--- src/rtl/zeroriscy_dma_pkg.sv ---
// Shared types and constants for the zero-riscy DMA master.
// Latency: n/a (declarations only).
// Backpressure: n/a.
package zeroriscy_dma_pkg;

  // Transfer engine states; DONE is the single-cycle completion slot.
  typedef enum logic [2:0] {
    IDLE    = 3'd0,
    RD_REQ  = 3'd1,
    RD_WAIT = 3'd2,
    WR_REQ  = 3'd3,
    WR_WAIT = 3'd4,
    ERR     = 3'd5,
    DONE    = 3'd6
  } state_e;

  localparam logic [3:0]  BE_WORD    = 4'hF;
  localparam logic [31:0] WORD_BYTES = 32'd4;

endpackage

--- src/rtl/zeroriscy_dma_master.sv ---
// Word copy / word fill initiator on the zero-riscy req/gnt/rvalid data bus.
// Latency: 1 cycle start->first request; copy 4 cycles/word, fill 2 cycles/word with an ideal responder.
// Backpressure: request fields held until m_gnt; one transaction outstanding, waits for m_rvalid.
//
// Ports:
//   clk, rst                   clock and asynchronous active-high reset
//   cfg_start/fill/src/dst/len/pattern/abort   job configuration, latched on an accepted start
//   busy, done, error, err_addr, words_done    job status
//   m_req/we/be/addr/wdata -> m_gnt/rvalid/rdata/err   memory bus initiator
module zeroriscy_dma_master
  import zeroriscy_dma_pkg::*;
#(
  parameter int LEN_W = 16
) (
  input  logic             clk,
  input  logic             rst,
  input  logic             cfg_start,
  input  logic             cfg_fill,
  input  logic [31:0]      cfg_src,
  input  logic [31:0]      cfg_dst,
  input  logic [LEN_W-1:0] cfg_len,
  input  logic [31:0]      cfg_pattern,
  input  logic             cfg_abort,
  output logic             busy,
  output logic             done,
  output logic             error,
  output logic [31:0]      err_addr,
  output logic [LEN_W-1:0] words_done,
  output logic             m_req,
  output logic             m_we,
  output logic [3:0]       m_be,
  output logic [31:0]      m_addr,
  output logic [31:0]      m_wdata,
  input  logic             m_gnt,
  input  logic             m_rvalid,
  input  logic [31:0]      m_rdata,
  input  logic             m_err
);

  state_e           state_q, state_d;
  logic             fill_q, fill_d;
  logic [31:0]      src_q, src_d;
  logic [31:0]      dst_q, dst_d;
  logic [LEN_W-1:0] len_q, len_d;
  logic [31:0]      pattern_q, pattern_d;
  logic [31:0]      data_q, data_d;
  logic [LEN_W-1:0] words_q, words_d;
  logic             error_q, error_d;
  logic [31:0]      err_addr_q, err_addr_d;

  always_ff @(posedge clk or posedge rst) begin
    if (rst) begin
      state_q    <= IDLE;
      fill_q     <= 1'b0;
      src_q      <= '0;
      dst_q      <= '0;
      len_q      <= '0;
      pattern_q  <= '0;
      data_q     <= '0;
      words_q    <= '0;
      error_q    <= 1'b0;
      err_addr_q <= '0;
    end else begin
      state_q    <= state_d;
      fill_q     <= fill_d;
      src_q      <= src_d;
      dst_q      <= dst_d;
      len_q      <= len_d;
      pattern_q  <= pattern_d;
      data_q     <= data_d;
      words_q    <= words_d;
      error_q    <= error_d;
      err_addr_q <= err_addr_d;
    end
  end

  always_comb begin
    state_d    = state_q;
    fill_d     = fill_q;
    src_d      = src_q;
    dst_d      = dst_q;
    len_d      = len_q;
    pattern_d  = pattern_q;
    data_d     = data_q;
    words_d    = words_q;
    error_d    = error_q;
    err_addr_d = err_addr_q;

    unique case (state_q)
      IDLE: begin
        // Start is only accepted here, so a start while busy has no effect.
        if (cfg_start) begin
          fill_d    = cfg_fill;
          src_d     = cfg_src & ~32'h3;
          dst_d     = cfg_dst & ~32'h3;
          len_d     = cfg_len;
          pattern_d = cfg_pattern;
          words_d   = '0;
          error_d   = 1'b0;
          if (cfg_len == '0)  state_d = DONE;
          else if (cfg_fill)  state_d = WR_REQ;
          else                state_d = RD_REQ;
        end
      end
      RD_REQ:  if (m_gnt) state_d = RD_WAIT;
      RD_WAIT: begin
        if (m_rvalid) begin
          if (m_err) begin
            error_d    = 1'b1;
            err_addr_d = src_q;
            state_d    = ERR;
          end else begin
            data_d  = m_rdata;
            state_d = WR_REQ;
          end
        end
      end
      WR_REQ:  if (m_gnt) state_d = WR_WAIT;
      WR_WAIT: begin
        if (m_rvalid) begin
          if (m_err) begin
            // The faulting word is not counted and addresses stay on it.
            error_d    = 1'b1;
            err_addr_d = dst_q;
            state_d    = ERR;
          end else begin
            words_d = words_q + LEN_W'(1);
            src_d   = src_q + WORD_BYTES;
            dst_d   = dst_q + WORD_BYTES;
            // Abort is only honoured at a word boundary, i.e. at a write ack.
            if ((words_q + LEN_W'(1) == len_q) || cfg_abort) state_d = DONE;
            else if (fill_q)                                 state_d = WR_REQ;
            else                                             state_d = RD_REQ;
          end
        end
      end
      ERR:     state_d = DONE;
      DONE:    state_d = IDLE;
      default: state_d = IDLE;
    endcase
  end

  // Bus fields are decoded straight from registered state so they are
  // stable for the whole request phase and drop as soon as reset asserts.
  assign m_req      = (state_q == RD_REQ) || (state_q == WR_REQ);
  assign m_we       = (state_q == WR_REQ);
  assign m_be       = m_req ? BE_WORD : 4'h0;
  assign m_addr     = (state_q == RD_REQ) ? src_q :
                      (state_q == WR_REQ) ? dst_q : 32'h0;
  assign m_wdata    = (state_q == WR_REQ) ? (fill_q ? pattern_q : data_q) : 32'h0;

  assign busy       = (state_q != IDLE) && (state_q != DONE);
  assign done       = (state_q == DONE);
  assign error      = error_q;
  assign err_addr   = err_addr_q;
  assign words_done = words_q;

endmodule
--- config.mk ---
export PLATFORM = sky130hd
export DESIGN_NAME = zeroriscy_dma_master
export DESIGN_NICKNAME = d
export VERILOG_FILES = /design/src/rtl/zeroriscy_dma_pkg.sv /design/src/rtl/zeroriscy_dma_master.sv
export SDC_FILE = /design/constraint.sdc
export NUM_CORES = 1
export LEC_CHECK = 0
export ABC_AREA = 1
export BUFFER_PORTS_ARGS = -buffer_cell sky130_fd_sc_hd__buf_2
export CAP_MARGIN = 20
export CORE_ASPECT_RATIO = 0.5
export CORE_UTILIZATION = 56
export CTS_BUF_LIST = sky130_fd_sc_hd__clkbuf_8
export CTS_CLUSTER_DIAMETER = 80
export DETAILED_ROUTE_END_ITERATION = 10
export GPL_TIMING_DRIVEN = 0
export PLACE_DENSITY = 0.83
export SLEW_MARGIN = 20
export SYNTH_ARGS = -nofsm -noshare
export SYNTH_HDL_FRONTEND = slang
export SYNTH_SLANG_ARGS = --single-unit
--- constraint.sdc ---
create_clock -name clk -period 7.8 [get_ports clk]
set_input_delay 1.56 -clock clk [delete_from_list [all_inputs] [get_ports clk]]
set_output_delay 1.56 -clock clk [all_outputs]
set_load 0.02 [all_outputs]
==> summary.md <==
| Metric | Value |
|---|---|
| Worst slew pin tran | `737 ps` |
| Core area | `about 20000 sq um` |
| Hold_buf cts | `0` |
| H-tree depth | `4` |
| # nets final | `roughly 2000` |
| Detailed-route DRC error count | `0` |
| Final setup margin | `3500 ps` |
| Setup crit end kind | `primary output` |
| CTS Buffer Depth | `2` |
| Grt peak-use layer | `met2` |
| Reg clk slew, reported paths | `110 ps` |
| Fin crit period | `4300 ps` |
| Most common cell after layout, fill and taps aside | `nand2_1` |
| Vias in the first global route | `10664` |
| Max-slew violation count | `0` |
| Slew HR | `0.509` |
| Sequential-to-total area share from yosys stat | `0.429` |
| Reg2reg setup slack | `5400 ps` |
| Starting DRT DRC Count | `1078` |
| Layout fillers | `1747` |
| Synth Cell Area | `around 11000 sq um` |
| Fin util | `0.685` |
| Max-cap violations | `0` |
| Initial Util | `0.574` |
| Reg2Reg Launch Point | `state_q[1]` |
| CTS tree | `done` |
| Register bit total from synthesis | `192` |
| Share of cells above drive strength 1 | `0.234` |
| I/O Pins | `273` |
| Placement Cell Area | `around 13000 sq um` |
| EDFF count, synth | `0` |
| M1 GR Usage | `0.472` |
| Die width | `just over 200 microns` |
| Final Hold Vio Count | `0` |
| Final Setup Violations | `0` |
| Top area cells in the synthesized netlist | `dfrtp_1, nand2_1, inv_1, o21ai_0, nor2_1` |
| Initial antenna violation count | `2` |
| Most frequent cells in the layout | `nand2_1, buf_2, dfrtp_1` |
| # rows | `36` |
| Final wirelength | `36.0 mm` |
| Share of the synthesized area in the top cell type | `0.429` |
| Main synth FF type | `dfrtp_1` |
| Detailed Place HPWL | `27.2 mm` |
| Met2 Use GR | `0.555` |
| Clock Skews | `16.5 ps` |
| Place WS | `4170 ps` |
| Die ar. | `20600 sq um` |
| Root buf cell | `clkbuf_8` |
| Switching share of power | `0.486` |
| Vias per cell | `5.58` |
| Unrepaired setup endpoints after global routing | `no` |
| WP data arrival | `~2700 ps` |
| Grt total ovfl | `0` |
| Critical Path Source Type | `register` |
| Status | `finished, final reports clean` |
| Power Dens Cells | `381 nW/um^2` |
| Met3 Resource Use GR | `0.104` |
| Worst Hold Class | `reg -> reg` |
| Finished Cell Area | `13400 sq um` |
| Routed Antenna Nets | `0` |
| Total number of yosys warnings | `0` |
| Post-route clock period utilization | `0.552` |
| First-pass GRT wire length | `55.9 mm` |
| Multi-input gate area | `5340 sq um` |
| Syn-to-layout area delta | `19.4%` |
| CP required | `6240 ps` |
| Setup TNS | `0 ps` |
| Reg-to-reg endpoint | `err_addr[21]` |
| CP Class | `reg -> out` |
| Comb pwr share | `0.495` |
| F_max | `232 MHz` |
| Part of the power in registers | `0.359` |
| # port buffers | `266` |
| CTS sink cnt | `192` |
| LEAKAGE | `0.00711 uW` |
| Cell taking the most area after synthesis | `dfrtp_1` |
| Seq. cell area | `4800 sq um` |
| Reg2reg path depth | `10` |
| Clock Power Share | `0.145` |
| Initial DRT Pass Iterations | `9` |
| Largest net degree at the start of global routing | `83` |
| Routed length per instance | `17.3 microns` |
| Total power | `5090 uW` |
| Setup bufs post-CTS | `0` |
| CP startpoint | `state_q[1]` |
| Sw Pwr | `2480 uW` |
| Mean Syn Cell Area | `7.40 sq um` |
| Num CTS Buffers | `17` |
| Vias | `11629` |
| Clk_lat worst skew | `between 400 and 500 ps` |
| Async set-reset flop share out of synthesis | `1.00` |
| CP max FO | `10` |
| Post-Synthesis Cells | `1514` |
| Yosys cell types | `52` |
| Die Y-Extent | `between 100 and 150 microns` |
| Max VDD drop | `0.182 mV` |
| Gpl congestion | `0.996` |
| Worst Setup EP | `m_addr[25]` |
| Total GRT Usage | `0.352` |
| Gates resized, CTS repair | `0` |
| Int Pwr | `2620 uW` |
## worst min-delay path by stage
stage	start	end	slack [ps]	cells past startpoint
6_report	err_addr[21]	err_addr[21]	480	2
3_5_place_dp	err_addr[21]	err_addr[21]	460	2
3_3_place_gp	err_addr[25]	err_addr[25]	450	2
2_1_floorplan	pattern_q[10]	pattern_q[10]	450	2
5_1_grt	pattern_q[19]	pattern_q[19]	520	2
4_1_cts	err_addr[21]	err_addr[21]	480	2
## area by class of cell
type,count,area share
clock inverter,15,0.0149
timing repair buffer,268,0.104
buffer,77,0.0265
antenna,2,0.000374
clock buffer,17,0.0175
tap,266,0.0249
inverter,187,0.0531
sequential,192,0.359
multi-input combinational,1059,0.400
## cell usage after synthesis, types with 2 or more instances
cell type and number:
o21bai_1 2, buf_2 22, nor3_1 17, nor3_2 5, o31ai_1 2, o21ai_0 80, a31oi_1 40, ha_1 3
buf_1 7, o21ai_1 9, clkinv_1 2, xor2_1 11, a311oi_1 2, nand2_2 13, nor2_4 12, mux2_1 2
nor2_1 104, mux2_2 30, nand4_1 22, nand3_2 5, a211oi_1 2, nand3_1 75, a32oi_1 5, o22ai_1 51
nand3b_1 2, a21oi_1 32, o2111ai_1 3, buf_4 10, clkbuf_1 38, inv_2 8, nor2_2 10, a22oi_1 9
o211ai_1 5, o21a_1 4, nand2_1 478, inv_1 177, dfrtp_1 192, nor4_1 8, nand4_2 2
## per-layer routing
| layer | part of all wire | vias up |
|---|---|---|
| li1 | - | 5531 |
| met1 | 0.42 | 5369 |
| met2 | 0.44 | 647 |
| met3 | 0.12 | 80 |
| met4 | 0.023 | 2 |
| met5 | 0.00022 | - |
## registers in the layout (all words and copies together), names as in the netlist
| register | cells |
|---|---|
| len_q | 16 |
| state_q | 3 |
| data_q | 32 |
| fill_q | 1 |
| words_done | 16 |
| pattern_q | 32 |
| err_addr | 31 |
| error | 1 |
| src_q | 30 |
| dst_q | 30 |
## critical path: stages (launching register included)
cell	delay, ps
dfrtp_1	420
inv_1	80
nand2_1	120
nor2_1	70
inv_1	140
clkbuf_1	540
buf_1	490
o22ai_1	190
buf_2	210
## per-stage QoR
stage          hold WS [ps]  cells
4_1_cts                 484   2081
3_3_place_gp            453   2047
6_report                476   2083
3_5_place_dp            457   2049
5_1_grt                 517   2081
2_1_floorplan           449   1515
## power by group through the flow
stage               sequential (uW)  combinational (uW)  clock, uW
finish                         1830                2520        740
global route                   1890                2780        780
CTS                            1810                2480        742
detailed placement             1830                2480          0
global placement               1820                2420          0
floorplan                      1840                1650          0
## cells by family after synthesis
kind of cell | share of synthesized area
other | 0.000335
adders and majority gates | 0.00335
and+or+nand+nor | 0.298
DFF | 0.429
xor gates and xnor gates | 0.0114
AOI/OAI and AO/OA | 0.132
buffers and inverters | 0.0943
muxes | 0.0322
No activity file was read; power rests on OpenSTA's default activity.
